==> config.mk <==
export PLATFORM = sky130hd
export DESIGN_NAME = perceptron_train_seq
export DESIGN_NICKNAME = d
export VERILOG_FILES = /design/src/rtl/perceptron_train_seq.sv
export SDC_FILE = /design/constraint.sdc
export NUM_CORES = 1
export LEC_CHECK = 0
export BUFFER_PORTS_ARGS = -buffer_cell sky130_fd_sc_hd__buf_2
export CORE_ASPECT_RATIO = 1.2
export CORE_MARGIN = 5
export CORE_UTILIZATION = 45
export DETAILED_ROUTE_END_ITERATION = 16
export HOLD_SLACK_MARGIN = 0.12
export PLACE_DENSITY = 0.66
export SLEW_MARGIN = 20
export SYNTH_ARGS = -nofsm -noshare
export SYNTH_HDL_FRONTEND = slang
export SYNTH_SLANG_ARGS = --single-unit
==> constraint.sdc <==
create_clock -name clk -period 3.6 [get_ports clk]
set_clock_uncertainty 0.1 [all_clocks]
set_input_delay 0.36 -clock clk [delete_from_list [all_inputs] [get_ports clk]]
set_output_delay 0.36 -clock clk [all_outputs]
set_load 0.02 [all_outputs]
==> src/rtl/perceptron_train_seq.sv <==
// rtl/perceptron_train_seq.sv - training sequencer for a single-layer perceptron/Adaline datapath
module perceptron_train_seq #(
    parameter int N_FEAT     = 2,
    parameter int IDX_W      = 2,
    parameter int ADDR_W     = 8,
    parameter int N_SAMPLES  = 200,
    parameter int EPOCH_W    = 8,
    parameter int MAX_EPOCHS = 0
) (
    input  logic               clk,
    input  logic               rst_n,
    input  logic               start,
    input  logic               abort,
    input  logic               compare,
    output logic               ready,
    output logic               done,
    output logic               converged,
    output logic               timeout,
    output logic [EPOCH_W-1:0] epoch_cnt,
    output logic               rd_en,
    output logic [ADDR_W-1:0]  rd_addr,
    output logic               init,
    output logic               ld_x,
    output logic               clr_yin,
    output logic               mac_en,
    output logic               add_bias,
    output logic               upd_en,
    output logic               upd_bias,
    output logic               ld_alphat,
    output logic [IDX_W-1:0]   idx
);

    localparam logic [IDX_W-1:0]   LAST_FEAT   = IDX_W'(N_FEAT - 1);
    localparam logic [ADDR_W-1:0]  LAST_SAMPLE = ADDR_W'(N_SAMPLES - 1);
    localparam logic [EPOCH_W-1:0] EPOCH_CAP   = EPOCH_W'(MAX_EPOCHS);

    typedef enum logic [3:0] {
        S_IDLE, S_INIT, S_FETCH, S_LATCH, S_MAC, S_BIAS,
        S_EVAL, S_UPD, S_UPDB, S_NEXT, S_EPOCH, S_DONE
    } state_t;

    state_t             state;
    state_t             state_next;
    logic [IDX_W-1:0]   feat;
    logic [ADDR_W-1:0]  sample_idx;
    logic               changed;
    logic [EPOCH_W-1:0] epoch_inc;
    logic               cap_hit;

    assign epoch_inc = (epoch_cnt == {EPOCH_W{1'b1}}) ? epoch_cnt : epoch_cnt + EPOCH_W'(1);
    assign cap_hit   = (MAX_EPOCHS != 0) && (epoch_inc == EPOCH_CAP);

    always_ff @(posedge clk or negedge rst_n) begin
        if (!rst_n) begin
            state <= S_IDLE;
        end else begin
            state <= state_next;
        end
    end

    always_comb begin
        state_next = state;
        if (abort) begin
            state_next = S_IDLE;
        end else begin
            case (state)
                S_IDLE:  if (start) state_next = S_INIT;
                S_INIT:  state_next = S_FETCH;
                S_FETCH: state_next = S_LATCH;
                S_LATCH: state_next = S_MAC;
                S_MAC:   if (feat == LAST_FEAT) state_next = S_BIAS;
                S_BIAS:  state_next = S_EVAL;
                S_EVAL:  state_next = compare ? S_UPD : S_NEXT;
                S_UPD:   if (feat == LAST_FEAT) state_next = S_UPDB;
                S_UPDB:  state_next = S_NEXT;
                S_NEXT:  state_next = (sample_idx == LAST_SAMPLE) ? S_EPOCH : S_FETCH;
                S_EPOCH: state_next = (!changed || cap_hit) ? S_DONE : S_FETCH;
                S_DONE:  state_next = S_IDLE;
                default: state_next = S_IDLE;
            endcase
        end
    end

    // Counters and run status; abort freezes them so a stopped run stays inspectable.
    always_ff @(posedge clk or negedge rst_n) begin
        if (!rst_n) begin
            feat       <= '0;
            sample_idx <= '0;
            changed    <= 1'b0;
            epoch_cnt  <= '0;
            converged  <= 1'b0;
            timeout    <= 1'b0;
        end else if (!abort) begin
            case (state)
                S_INIT: begin
                    converged  <= 1'b0;
                    timeout    <= 1'b0;
                    epoch_cnt  <= '0;
                    sample_idx <= '0;
                    changed    <= 1'b0;
                end
                S_LATCH: feat <= '0;
                S_MAC:   feat <= feat + IDX_W'(1);
                S_EVAL: begin
                    if (compare) begin
                        changed <= 1'b1;
                        feat    <= '0;
                    end
                end
                S_UPD:   feat <= feat + IDX_W'(1);
                S_NEXT:  sample_idx <= (sample_idx == LAST_SAMPLE) ? '0 : sample_idx + ADDR_W'(1);
                S_EPOCH: begin
                    epoch_cnt <= epoch_inc;
                    if (!changed) begin
                        converged <= 1'b1;
                    end else if (cap_hit) begin
                        timeout <= 1'b1;
                    end else begin
                        changed <= 1'b0;
                    end
                end
                default: ;
            endcase
        end
    end

    // alpha*t is latched on every EVAL so the strobe depends on state alone; unused when no update follows.
    always_comb begin
        ready     = (state == S_IDLE);
        done      = (state == S_DONE);
        init      = (state == S_INIT);
        rd_en     = (state == S_FETCH);
        rd_addr   = (state == S_FETCH) ? sample_idx : '0;
        ld_x      = (state == S_LATCH);
        clr_yin   = (state == S_LATCH);
        mac_en    = (state == S_MAC);
        add_bias  = (state == S_BIAS);
        ld_alphat = (state == S_EVAL);
        upd_en    = (state == S_UPD);
        upd_bias  = (state == S_UPDB);
        idx       = (state == S_MAC || state == S_UPD) ? feat : '0;
    end

endmodule

==> run summary <==
• completed — outcome
• 183 — Syn Inst Count
• 2 — clock tree buffer depth
• 3 — cell depth of the worst min-delay path
• 0 — gr ovfl total
• 6492 um — first-pass GRT wire length
• done — TritonCTS clock tree
• 0 — Remaining DRCs
• 16.84% — total global-route track usage
• 24 — FF+latch count, synth
• 453.8 nW/um2 — power per standard cell area
• 0.0002598 V — worst vdd ir
• 5.943 — vias per inst
• 20 — Max Fanout on Critical Path
• 22.49% — fraction of layout cells with a size suffix above 1
• 191 — net count after synthesis
• 0 — final setup fails
• 68.73% — Final period util
• 0.4041 GHz — Highest Clock Rate
• 2474 ps — min cycle time layout
• 0 — number of antenna violations at the first check in global routing
• 339 — fillers
• 52 — number of different library cells in the post-synthesis netlist
• 0 — number of buffers inserted to repair setup after CTS
• sky130_fd_sc_hd__clkbuf_8 — Root Buffer Master
• 3 — number of buffers inserted during clock tree synthesis
• 3860 um — post-detailed-routing wire length
• register to primary output — class of the most critical setup path
• 1 — CTS H-tree depth
• 12.67% — area delta synth->final
• 260 ps — latest clock arrival within the worst-skew pair
• 0 — count of maximum capacitance violations
• 47.13% — Starting Density
• 0 ps — total negative slack for setup checks
• 36 — top-level I/O count
• 0.8436 — Routability Congestion
• 0.0008855 uW — static power due to leakage
• 2827 um — post-detailed-placement half-perimeter wirelength
• 53.10% — final core utilization
• 748.8 ps — transition time at the pin with the least slew margin
• 219 — number of nets in the finished design
• 4854 um2 — floorplan die area
• sky130_fd_sc_hd__dfrtp_1 — most frequently used flop master after synthesis
• 25 — maximum number of pins on one net before global-route repair
• 0 — final hold violation count
• 4 — drt pass-1 iters
• 3396 um2 — Floorplan Core Area
• 8.745 um2 — mean post-synth cell area
• 64.44 um — DIE WIDTH
• 0 — EDFF count, synth
• 37.53% — Seq/Total Area, Yosys
• 34 — input/output buffers
• 15.69 um — drt wl/cell
• 100.0% — proportion of synthesized flip-flops having asynchronous set or reset
• 818.2 uW — overall power consumption
• 0 — warning count from the yosys run
• 23 — number of cell rows
• 0 — max-slew violation count
• 1600 um2 — Cell Area, Synth
• 2010 ps — arrival time at the worst endpoint
• 0 — antenna cell count
• primary output — Worst Setup End Kind
• 3140 ps — required time at the endpoint of the critical path
• 80 ps — Clock transition at path regs
• 75.33 um — overall die height
• 0 — post-route ant nets
• no — RSZ-0062 raised after global routing
• register — Worst Setup Start Kind
• 3 — depth of the worst register-to-register path
• input port to register — worst hold path type
• 1462 — via count
• 1451 — number of global-route vias before repair
• 24 — number of clock sinks
• 94 — number of design-rule violations left by the first detailed-router iteration
• 49.38% — max-slew headroom at the worst pin
[cell type report]
cell class                 count  area (um2)  area share (%)
tap                           37       46.29           2.568
inverter                      10       37.54           2.082
clock buffer                   3       41.29           2.290
timing repair buffer          36       187.7           10.41
multi-input combinational    136       889.6           49.34
sequential                    24       600.6           33.31
[final timing paths]
path | start | endpoint | slack (ps)
max | state[1] | rd_addr[1] | 1130
min | compare | changed | 330
max reg2reg | state[2] | sample_idx[4] | 1400
min reg2reg | feat[1] | feat[1] | 420
max in group asynchronous | rst_n | changed | 2530
min in group asynchronous | rst_n | sample_idx[3] | 510
[through the flow]
step                cells  area (um2)  hold WS [ps]  setup slack [ps]
floorplan             183        1600        -35.59              1449
global placement      242        1752         276.7              1485
detailed placement    242        1752         281.6              1418
CTS                   246        1803         316.3              1137
global route          246        1803         337.3             886.0
finish                246        1803         328.7              1126
[cell families (layout without fill, tap and decap cells)]
logic type,after synthesis,in the layout,synth area share (%)
buffers and inverters,23,49,6.880
XOR/XNOR,5,5,2.737
adder cells (fa/ha/maj),3,3,2.346
flip-flops,24,24,37.53
other,1,1,0.2343
AND/OR/NAND/NOR,83,83,30.73
multiplexers,5,5,3.362
AO/OA/AOI/OAI,39,39,16.19
[placed cells by master, fill, tap and decap left out, types with 2 or more instances in the layout]
cell	count
sky130_fd_sc_hd__nand4_1	4
sky130_fd_sc_hd__o21a_1	3
sky130_fd_sc_hd__nor4_4	2
sky130_fd_sc_hd__nor4_1	4
sky130_fd_sc_hd__mux2_2	3
sky130_fd_sc_hd__nor2b_1	3
sky130_fd_sc_hd__nor2_1	21
sky130_fd_sc_hd__inv_1	10
sky130_fd_sc_hd__nand2b_1	5
sky130_fd_sc_hd__and2_1	6
sky130_fd_sc_hd__o31ai_1	2
sky130_fd_sc_hd__nor3b_1	2
sky130_fd_sc_hd__a21oi_1	12
sky130_fd_sc_hd__clkbuf_8	3
sky130_fd_sc_hd__nand2_1	8
sky130_fd_sc_hd__o221a_2	2
sky130_fd_sc_hd__a31oi_1	5
sky130_fd_sc_hd__and3_1	3
sky130_fd_sc_hd__ha_1	3
sky130_fd_sc_hd__buf_2	34
sky130_fd_sc_hd__o21ai_0	5
sky130_fd_sc_hd__dfrtp_1	24
sky130_fd_sc_hd__nand3_1	6
sky130_fd_sc_hd__nor3_1	7
sky130_fd_sc_hd__mux2i_1	2
sky130_fd_sc_hd__xor2_1	2
sky130_fd_sc_hd__xnor2_1	3
[synth_stat cells (4+ instances only)]
cell,number,share of area (%)
sky130_fd_sc_hd__a21oi_1,12,3.8
sky130_fd_sc_hd__nor4_1,4,1.6
sky130_fd_sc_hd__nand2_1,8,1.9
sky130_fd_sc_hd__nor3_1,7,2.2
sky130_fd_sc_hd__nand4_1,4,1.6
sky130_fd_sc_hd__nand2b_1,5,2.0
sky130_fd_sc_hd__nand3_1,6,1.9
sky130_fd_sc_hd__and2_1,6,2.3
sky130_fd_sc_hd__nor2_1,21,4.9
sky130_fd_sc_hd__inv_1,10,2.3
sky130_fd_sc_hd__clkbuf_1,8,1.9
sky130_fd_sc_hd__o21ai_0,5,1.6
sky130_fd_sc_hd__a31oi_1,5,2.0
sky130_fd_sc_hd__dfrtp_1,24,38
[state kept, by name, summed over array words and instances, names as in the netlist]
| signal | cells |
|---|---|
| changed | 1 |
| sample_idx | 8 |
| epoch_cnt | 8 |
| feat | 2 |
| converged | 1 |
| state | 4 |
[power breakdown]
| part | leakage [uW] | internal, uW | switching (uW) |
|---|---|---|---|
| registers | 0.000333 | 291 | 75.0 |
| clock network | 0.0000216 | 74.9 | 85.0 |
| logic | 0.000531 | 111 | 182 |
[critical path, cell delays in order (launching register included)]
cell	delay, ps
sky130_fd_sc_hd__dfrtp_1	670
sky130_fd_sc_hd__nand2b_1	220
sky130_fd_sc_hd__nor3_1	480
sky130_fd_sc_hd__and2_1	210
sky130_fd_sc_hd__buf_2	160
[routing by layer]
layer  share of wire (%)  GRT usage [%]  wire length (um)  up-vias
li1                    -              -                 -      711
met5                   0              0                 0        -
met1                  43          19.89              1664      713
met2                  52          32.22              2024       33
met3                 3.4          2.507               132        5
met4                0.98          4.225                38        0
[repair_timing]
| action | 4_1_cts | 5_1_grt |
|---|---|---|
| endpoints found under the setup margin | 0 | 0 |
| gates resized for setup | 0 | 0 |
| endpoints found under the hold margin | 24 | 0 |
| hold buffers | 1 | 0 |
No activity file was read; power rests on OpenSTA's default activity.
